### config.mk
export PLATFORM = sky130hd
export DESIGN_NAME = vpu_wb_buffer_flat
export DESIGN_NICKNAME = d
export VERILOG_FILES = /design/src/rtl/vpu_pkg.sv /design/src/rtl/vpu_wb_buffer_if.sv /design/src/rtl/fp16_class.sv /design/src/rtl/vpu_wb_buffer.sv /design/src/flat_wrapper.sv
export SDC_FILE = /design/constraint.sdc
export NUM_CORES = 1
export LEC_CHECK = 0
export CAP_MARGIN = 10
export CORE_MARGIN = 5
export CORE_UTILIZATION = 25
export CTS_CLUSTER_DIAMETER = 60
export CTS_CLUSTER_SIZE = 30
export DETAILED_ROUTE_END_ITERATION = 8
export MAX_ROUTING_LAYER = met4
export PLACE_DENSITY = 0.5
export SLEW_MARGIN = 25
export SYNTH_ARGS = -nofsm -noshare
export SYNTH_HDL_FRONTEND = slang
export SYNTH_HIERARCHICAL = 1
export SYNTH_SLANG_ARGS = --single-unit
### constraint.sdc
create_clock -name clk -period 4.1 [get_ports clk]
set_clock_uncertainty 0.1 [all_clocks]
set_input_delay 1.23 -clock clk [delete_from_list [all_inputs] [get_ports clk]]
set_output_delay 1.23 -clock clk [all_outputs]
set_load 0.02 [all_outputs]
### src/rtl/vpu_pkg.sv
// Shared definitions for the VPU writeback buffer: entry field widths,
// occupancy encoding and FP16 classification constants.
package vpu_pkg;

    localparam int HALF_W     = 16;
    localparam int FULL_W     = 32;
    localparam int FP16_MAN_W = 10;
    localparam int FP16_EXP_W = 5;

    localparam logic [FP16_EXP_W-1:0] EXP_ALL1 = 5'h1f;

    typedef enum logic [1:0] {
        OCC_EMPTY = 2'd0,
        OCC_ONE   = 2'd1,
        OCC_FULL  = 2'd2
    } occ_e;

    // Register index lives outside this struct because its width is a parameter.
    typedef struct packed {
        logic [HALF_W-1:0] opout;
        logic [FULL_W-1:0] fullout;
        logic              gt;
        logic              eq;
        logic              wfull;
    } wb_data_t;

    function automatic logic [FP16_EXP_W-1:0] fp16_exp(input logic [HALF_W-1:0] h);
        return h[FP16_MAN_W +: FP16_EXP_W];
    endfunction

endpackage

### src/rtl/vpu_wb_buffer_if.sv
// Lane-result input and register-file output bundle of the writeback buffer.
// slave = buffer side, master = producer/consumer environment side.
interface vpu_wb_buffer_if
    import vpu_pkg::*;
#(
    parameter int RD_W = 5
);

    logic              in_valid;
    logic              in_ready;
    logic [HALF_W-1:0] in_opout;
    logic [FULL_W-1:0] in_fullout;
    logic              in_gt;
    logic              in_eq;
    logic [RD_W-1:0]   in_rd;
    logic              in_wfull;
    logic              flush;

    logic              out_valid;
    logic              out_ready;
    logic [HALF_W-1:0] out_opout;
    logic [FULL_W-1:0] out_fullout;
    logic              out_gt;
    logic              out_eq;
    logic [RD_W-1:0]   out_rd;
    logic              out_wfull;

    logic              flag_nan;
    logic              flag_inf;
    logic              flag_clr;

    modport slave (
        input  in_valid, in_opout, in_fullout, in_gt, in_eq, in_rd, in_wfull, flush,
        input  out_ready, flag_clr,
        output in_ready, out_valid, out_opout, out_fullout, out_gt, out_eq, out_rd, out_wfull,
        output flag_nan, flag_inf
    );

    modport master (
        output in_valid, in_opout, in_fullout, in_gt, in_eq, in_rd, in_wfull, flush,
        output out_ready, flag_clr,
        input  in_ready, out_valid, out_opout, out_fullout, out_gt, out_eq, out_rd, out_wfull,
        input  flag_nan, flag_inf
    );

endinterface

### src/rtl/fp16_class.sv
// Combinational classifier of an IEEE half: NaN, infinity, zero (either sign).
module fp16_class
    import vpu_pkg::*;
(
    input  logic [HALF_W-1:0] h,
    output logic              is_nan,
    output logic              is_inf,
    output logic              is_zero
);

    logic exp_all1;
    logic man_zero;
    logic unused_sign;

    assign exp_all1    = (fp16_exp(h) == EXP_ALL1);
    assign man_zero    = (h[FP16_MAN_W-1:0] == '0);
    assign is_nan      = exp_all1 & ~man_zero;
    assign is_inf      = exp_all1 & man_zero;
    assign is_zero     = (fp16_exp(h) == '0) & man_zero;
    assign unused_sign = h[HALF_W-1];

endmodule

### src/rtl/vpu_wb_buffer.sv
// Two-entry writeback skid FIFO between the lane ALUs and the register file.
// Optional sticky NaN/Inf status on popped half results: define VPU_WB_FLAGS_EN.
module vpu_wb_buffer
    import vpu_pkg::*;
#(
    parameter int RD_W = 5
) (
    input logic            clk,
    input logic            rst,
    vpu_wb_buffer_if.slave bus
);

    occ_e            state;
    wb_data_t        data0, data1;
    logic [RD_W-1:0] rd0, rd1;
    wb_data_t        in_data;
    logic            push, pop;

    // in_ready depends only on registered state and reset, never on out_ready.
    assign bus.in_ready  = ~rst & (state != OCC_FULL);
    assign bus.out_valid = (state != OCC_EMPTY);

    assign push = bus.in_valid & bus.in_ready;
    assign pop  = bus.out_valid & bus.out_ready;

    assign in_data = '{opout:   bus.in_opout,
                       fullout: bus.in_fullout,
                       gt:      bus.in_gt,
                       eq:      bus.in_eq,
                       wfull:   bus.in_wfull};

    // data0/rd0 is always the head; data1/rd1 holds the younger entry in FULL.
    always_ff @(posedge clk or posedge rst) begin
        if (rst) begin
            state <= OCC_EMPTY;
            data0 <= '0;
            data1 <= '0;
            rd0   <= '0;
            rd1   <= '0;
        end else if (bus.flush) begin
            state <= OCC_EMPTY;
        end else begin
            case (state)
                OCC_EMPTY: begin
                    if (push) begin
                        data0 <= in_data;
                        rd0   <= bus.in_rd;
                        state <= OCC_ONE;
                    end
                end
                OCC_ONE: begin
                    if (push && pop) begin
                        data0 <= in_data;
                        rd0   <= bus.in_rd;
                    end else if (push) begin
                        data1 <= in_data;
                        rd1   <= bus.in_rd;
                        state <= OCC_FULL;
                    end else if (pop) begin
                        state <= OCC_EMPTY;
                    end
                end
                OCC_FULL: begin
                    if (pop) begin
                        data0 <= data1;
                        rd0   <= rd1;
                        state <= OCC_ONE;
                    end
                end
                default: state <= OCC_EMPTY;
            endcase
        end
    end

    assign bus.out_opout   = data0.opout;
    assign bus.out_fullout = data0.fullout;
    assign bus.out_gt      = data0.gt;
    assign bus.out_eq      = data0.eq;
    assign bus.out_wfull   = data0.wfull;
    assign bus.out_rd      = rd0;

`ifdef VPU_WB_FLAGS_EN
    logic is_nan, is_inf, is_zero;
    logic half_pop;
    logic nan_q, inf_q;
    logic unused_zero;

    fp16_class u_cls (
        .h       (data0.opout),
        .is_nan  (is_nan),
        .is_inf  (is_inf),
        .is_zero (is_zero)
    );

    // A pop squashed by flush never reaches the register file, so it cannot set a flag.
    assign half_pop    = pop & ~bus.flush & ~data0.wfull;
    assign unused_zero = is_zero;

    always_ff @(posedge clk or posedge rst) begin
        if (rst) begin
            nan_q <= 1'b0;
            inf_q <= 1'b0;
        end else begin
            nan_q <= (half_pop & is_nan) | (nan_q & ~bus.flag_clr);
            inf_q <= (half_pop & is_inf) | (inf_q & ~bus.flag_clr);
        end
    end

    assign bus.flag_nan = nan_q;
    assign bus.flag_inf = inf_q;
`else
    logic unused_clr;

    assign unused_clr   = bus.flag_clr;
    assign bus.flag_nan = 1'b0;
    assign bus.flag_inf = 1'b0;
`endif

endmodule

### src/flat_wrapper.sv
// flat-port wrapper written by rule: the top's interface ports become plain ports
module vpu_wb_buffer_flat import vpu_pkg::*;
#(
    parameter int RD_W = 5
)
  (clk, rst, bus_in_valid, bus_in_opout, bus_in_fullout, bus_in_gt, bus_in_eq, bus_in_rd, bus_in_wfull, bus_flush, bus_out_ready, bus_flag_clr, bus_in_ready, bus_out_valid, bus_out_opout, bus_out_fullout, bus_out_gt, bus_out_eq, bus_out_rd, bus_out_wfull, bus_flag_nan, bus_flag_inf);
  vpu_wb_buffer_if #(.RD_W(RD_W)) bus_i ();
  input logic clk;
  input logic rst;
  input wire logic [$bits(bus_i.in_valid)-1:0] bus_in_valid;
  input wire logic [$bits(bus_i.in_opout)-1:0] bus_in_opout;
  input wire logic [$bits(bus_i.in_fullout)-1:0] bus_in_fullout;
  input wire logic [$bits(bus_i.in_gt)-1:0] bus_in_gt;
  input wire logic [$bits(bus_i.in_eq)-1:0] bus_in_eq;
  input wire logic [$bits(bus_i.in_rd)-1:0] bus_in_rd;
  input wire logic [$bits(bus_i.in_wfull)-1:0] bus_in_wfull;
  input wire logic [$bits(bus_i.flush)-1:0] bus_flush;
  input wire logic [$bits(bus_i.out_ready)-1:0] bus_out_ready;
  input wire logic [$bits(bus_i.flag_clr)-1:0] bus_flag_clr;
  output wire logic [$bits(bus_i.in_ready)-1:0] bus_in_ready;
  output wire logic [$bits(bus_i.out_valid)-1:0] bus_out_valid;
  output wire logic [$bits(bus_i.out_opout)-1:0] bus_out_opout;
  output wire logic [$bits(bus_i.out_fullout)-1:0] bus_out_fullout;
  output wire logic [$bits(bus_i.out_gt)-1:0] bus_out_gt;
  output wire logic [$bits(bus_i.out_eq)-1:0] bus_out_eq;
  output wire logic [$bits(bus_i.out_rd)-1:0] bus_out_rd;
  output wire logic [$bits(bus_i.out_wfull)-1:0] bus_out_wfull;
  output wire logic [$bits(bus_i.flag_nan)-1:0] bus_flag_nan;
  output wire logic [$bits(bus_i.flag_inf)-1:0] bus_flag_inf;
  assign bus_i.in_valid = bus_in_valid;
  assign bus_i.in_opout = bus_in_opout;
  assign bus_i.in_fullout = bus_in_fullout;
  assign bus_i.in_gt = bus_in_gt;
  assign bus_i.in_eq = bus_in_eq;
  assign bus_i.in_rd = bus_in_rd;
  assign bus_i.in_wfull = bus_in_wfull;
  assign bus_i.flush = bus_flush;
  assign bus_i.out_ready = bus_out_ready;
  assign bus_i.flag_clr = bus_flag_clr;
  assign bus_in_ready = bus_i.in_ready;
  assign bus_out_valid = bus_i.out_valid;
  assign bus_out_opout = bus_i.out_opout;
  assign bus_out_fullout = bus_i.out_fullout;
  assign bus_out_gt = bus_i.out_gt;
  assign bus_out_eq = bus_i.out_eq;
  assign bus_out_rd = bus_i.out_rd;
  assign bus_out_wfull = bus_i.out_wfull;
  assign bus_flag_nan = bus_i.flag_nan;
  assign bus_flag_inf = bus_i.flag_inf;
  vpu_wb_buffer #(.RD_W(RD_W)) u_core (.clk(clk), .rst(rst), .bus(bus_i));
endmodule
# == Word-level counts from Yosys, hierarchy flattened ==
# Index checks and enable logic that the tools add are counted.
# totals
output_inout_bits,60
latch_bits,0
ram_bits,0
memories,0
mem_bits_ro,0
ff_bits,114
# op_classes
shift,0
eq_ne,10
n_lt_le_gt_ge,0
n_addsub,0
bitwise,6
mul,0
muxes,15
div_mod_pow,0
reduce_logical,7
# ops
operator,n
51-bit 2-to-1 mux,3
51-bit one-hot mux with 3 select lines,1
5-bit 2-to-1 mux,3
5-bit one-hot mux with 3 select lines,1
2-bit 2-to-1 mux,6
4-bit AND reduction,2
2-bit by 1-bit inequality test with 1-bit output (second input constant),3
3-bit by 2-bit inequality test with 1-bit output (second input constant),2
2-bit one-hot mux with 3 select lines,1
5-bit AND reduction,1
4-bit by 2-bit inequality test with 1-bit output (second input constant),1
1-bit AND,3
3-bit inequality test (second input constant),1
1-bit NOT,3
3-bit nonzero test,1
2-bit by 1-bit == test with 1-bit output (second input constant),1
2-bit == test (second input constant),1
2-bit zero test,1
2-bit inequality test (second input constant),1
2-bit nonzero test,1
1-bit logical AND,1

# == Depth between registers and ports, before layout ==
# depth
word_depth,7
ltp_mapped,6

# == Worst setup path after synthesis ==
# No wires, ideal clock.
# synth_path
kind,input port to output port
from,in rst
to,out bus_in_ready
cell_stages,1
path_slack_ps,1247
n_path_buf,0
t_arrival_ps,1523
path_cell_list,nor2_1
# synth_via
elab_chain_len,2
# synth_rtl
item,line,text
start: declaration,flat_wrapper.sv:9,input logic rst;
1-bit NOT,vpu_wb_buffer.sv:20,assign bus.in_ready = ~rst & (state != OCC_FULL);
1-bit AND,vpu_wb_buffer.sv:20,
end: declaration,flat_wrapper.sv:20,output wire logic [$bits(bus_i.in_ready)-1:0] bus_in_ready;
# No other way between the ends.

# == Worst setup path after layout ==
# Same ends and word-level chain as after synthesis.

==> qor.csv <==
stage,metric,value,unit
power,peakVddDrop,255.1,uV
timing,fin_crit_sh,91.76,%
clock_network,clock-sinks,114,
die,die_h,152.3,um
min_path,worst_hold_path.num_cells,2,
final_layout,layout-drive-gt1-share,19.77,%
detailed_routing,vias,3258,
timing,drv_slew,0,
placement,dp_hpwl,7616,um
detailed_routing,highest_layer,met4,
timing,max_freq,265.8,MHz
worst_setup_path,worstPathRequired,2.77,ns
clock_network,clkLatencyLatePin,0.40,ns
placement,gp_congestion,0.6852,
yosys,syn_inst,384,
worst_setup_path,end_kind,output port,
clock_network,htreeDepth,4,
placement,placed_cells,754,
clock_network,clkSlewWorstSetupHoldPaths,0.05,ns
worst_setup_path,crit_chain,clkdlybuf4s50_1 -> nor2_1 -> clkdlybuf4s50_1,
clock_network,postCtsHoldBufs,0,
detailed_routing,firstDrtPassIters,4,
yosys,avgSynthCellArea,13.19,um^2
global_routing,grt_pass1_vias,3648,
timing,period_minus_slack,3.762,ns
yosys,synth-seq-area-share,56.34,%
die,start_util,25.19,%
timing,slew_headroom,46.85,%
worst_setup_path,worstSetupPathType,primary input to output port,
detailed_routing,ant_nets,0,
timing,tightest_slew,0.7972,ns
min_path,hold_class,flip-flop to flip-flop,
worst_setup_path,cp_max_fo,3,
timing,final.setup.tns,0,ns
global_routing,antenna_found_initial,0,
detailed_routing,drtIter0Drc,111,
detailed_routing,drcViolationCount,0,
detailed_routing,wl_met2,5614,um
run,maxCapViolations,0,
global_routing,grtUsageTotal,10.86,%
yosys,yosysWarnings,6,
detailed_routing,vias_per_cell,4.145,
die,core,20100,um^2
detailed_routing,routedWlPerCell,15.11,um
timing,hold_slack,0.3769,ns
detailed_routing,met3_length,485,um
detailed_routing,wirelength,11880,um
clock_network,cts_buffer_depth,2,
worst_setup_path,r2r_cells,4,
worst_setup_path,cpMaxStageDelayCell,clkdlybuf4s50_1,
clock_network,ctsRootBufferMaster,clkbuf_16,
detailed_routing,wl_met1,5677,um
yosys,synth.distinct_cells,27,
power,power_density,531.6,nW/um^2
worst_setup_path,cp_common_cell,clkdlybuf4s50_1,
global_routing,grt_overflow,0,
final_layout,area_growth,39.71,%
clock_network,cts_setup_buffers,0,
run_status,outcome,finished clean,
yosys,syn_area,5064,um^2
final_layout,num_antenna_cells,0,
timing,rsz0062_at_grt,false,
placement,placed_area,6459,um^2
worst_setup_path,cp.arrival,2.43,ns
global_routing,grt_first_pass_wirelength,19570,um
worst_setup_path,cp-start-kind,primary input,
final_layout,finalNonFillerCells,786,
die,fp.dieW,152.3,um
timing,setup_viol,0,
die,rows,52,
die,dieArea,23200,um^2
final_layout,final_nets,565,
global_routing,grt_max_degree,70,
clock_network,cts_tree,built,
final_layout,stdcell_area,7074,um^2
clock_network,cts_resized,0,
worst_setup_path,slowest_delay,0.61,ns
clock_network,numCtsBuffers,17,
power,leakage,3.448,nW
die,num_io_pins,122,
power,p_total,3.761,mW
placement,port_buffers,118,
timing,final_hold_viol_count,0,
yosys,synth.ff_latch_count,114,
layout make-up:
class / count / area (um^2)
well taps: 270 / 337.8
multi-input cells: 243 / 1994
clock buffers: 23 / 488.0
flip-flops and latches: 114 / 2853
inverters: 1 / 7.507
fillers: 1960 / 13030
clock inverters: 9 / 127.6
repair buffers: 126 / 1266
state kept, by name, summed over array words and instances, names as in the netlist:
name,flops
u_core/data1,51
u_core/bus.out_fullout,32
u_core/bus.out_opout,16
u_core/bus.out_rd,5
u_core/rd1,5
u_core/state,2
u_core/bus.out_eq,1
u_core/bus.out_gt,1
u_core/bus.out_wfull,1
routing by layer:
layer  vias up  track usage [%]
li1       1568                -
met2        73            16.79
met5         -                -
met4         0            3.211
met1      1610            13.59
met3         7            3.635
worst paths after layout:
kind / from / end / slack (ns)
max: rst / bus_in_ready / 0.34
min: u_core/bus.out_fullout[22] / u_core/bus.out_fullout[22] / 0.38
min in group asynchronous: rst / u_core/bus.out_opout[6] / 1.21
max reg2reg: u_core/state[0] / u_core/bus.out_opout[11] / 1.82
min reg2reg: u_core/bus.out_fullout[22] / u_core/bus.out_fullout[22] / 0.38
max in group asynchronous: rst / u_core/bus.out_opout[13] / 2.14
cell families after synthesis:
kind of cell / synth area share, %
compound gates: 6.276
buf+inv: 4.596
flops: 56.34
mux: 26.88
other cells: 0.07406
simple gates: 5.832
report_power, final:
part / switching [mW] / internal, mW / leakage [nW]
Combinational: 0.336 / 0.426 / 1.69
Sequential: 0.121 / 1.35 / 1.46
Clock: 0.514 / 1.02 / 0.295
Total: 0.971 / 2.79 / 3.45
critical path: cells and delay by family:
kind,cells,cell delay (ns)
and+or+nand+nor,1,0.12
buffers and inverters,2,1.08
layout by cell type, fill, tap and decap left out, drive strengths merged:
cell type	count
clkdlybuf4s50	118
dfrtp	114
mux2i	58
nand2	56
mux2	56
o21ai	56
clkbuf	23
buf	8
clkinvlp	4
bufinv	3
clkinv	3
nor2	3
conb	2
and2b	2
nand2b	2
nand3	1
and4bb	1
a31oi	1
nor2b	1
or2	1
nand3b	1
a211oi	1
o22a	1
metrics by stage:
step / worst slack, ns / util, %
after floorplan: 1.247 / -
after global placement: 0.3108 / 32.13
after detailed placement: 0.3275 / 32.13
after CTS: 0.3288 / 35.19
after global routing: 0.2765 / 35.19
final: 0.3380 / 35.19
synth_stat cells (all sizes together):
cell / number / area share [%]
o22a: 1 / 0.17
o21ai: 56 / 5.5
nor2: 3 / 0.27
a211oi: 1 / 0.15
nand3b: 1 / 0.15
buf: 24 / 4.3
nand2b: 2 / 0.25
nor2b: 1 / 0.12
clkbuf: 3 / 0.25
inv: 1 / 0.074
or2: 1 / 0.12
a31oi: 1 / 0.42
and4bb: 1 / 0.25
dfrtp: 114 / 56
nand2: 56 / 4.2
nand3: 1 / 0.20
mux2: 56 / 15
conb: 1 / 0.074
mux2i: 58 / 11
and2b: 2 / 0.32
(Power assumes the default switching activity.)
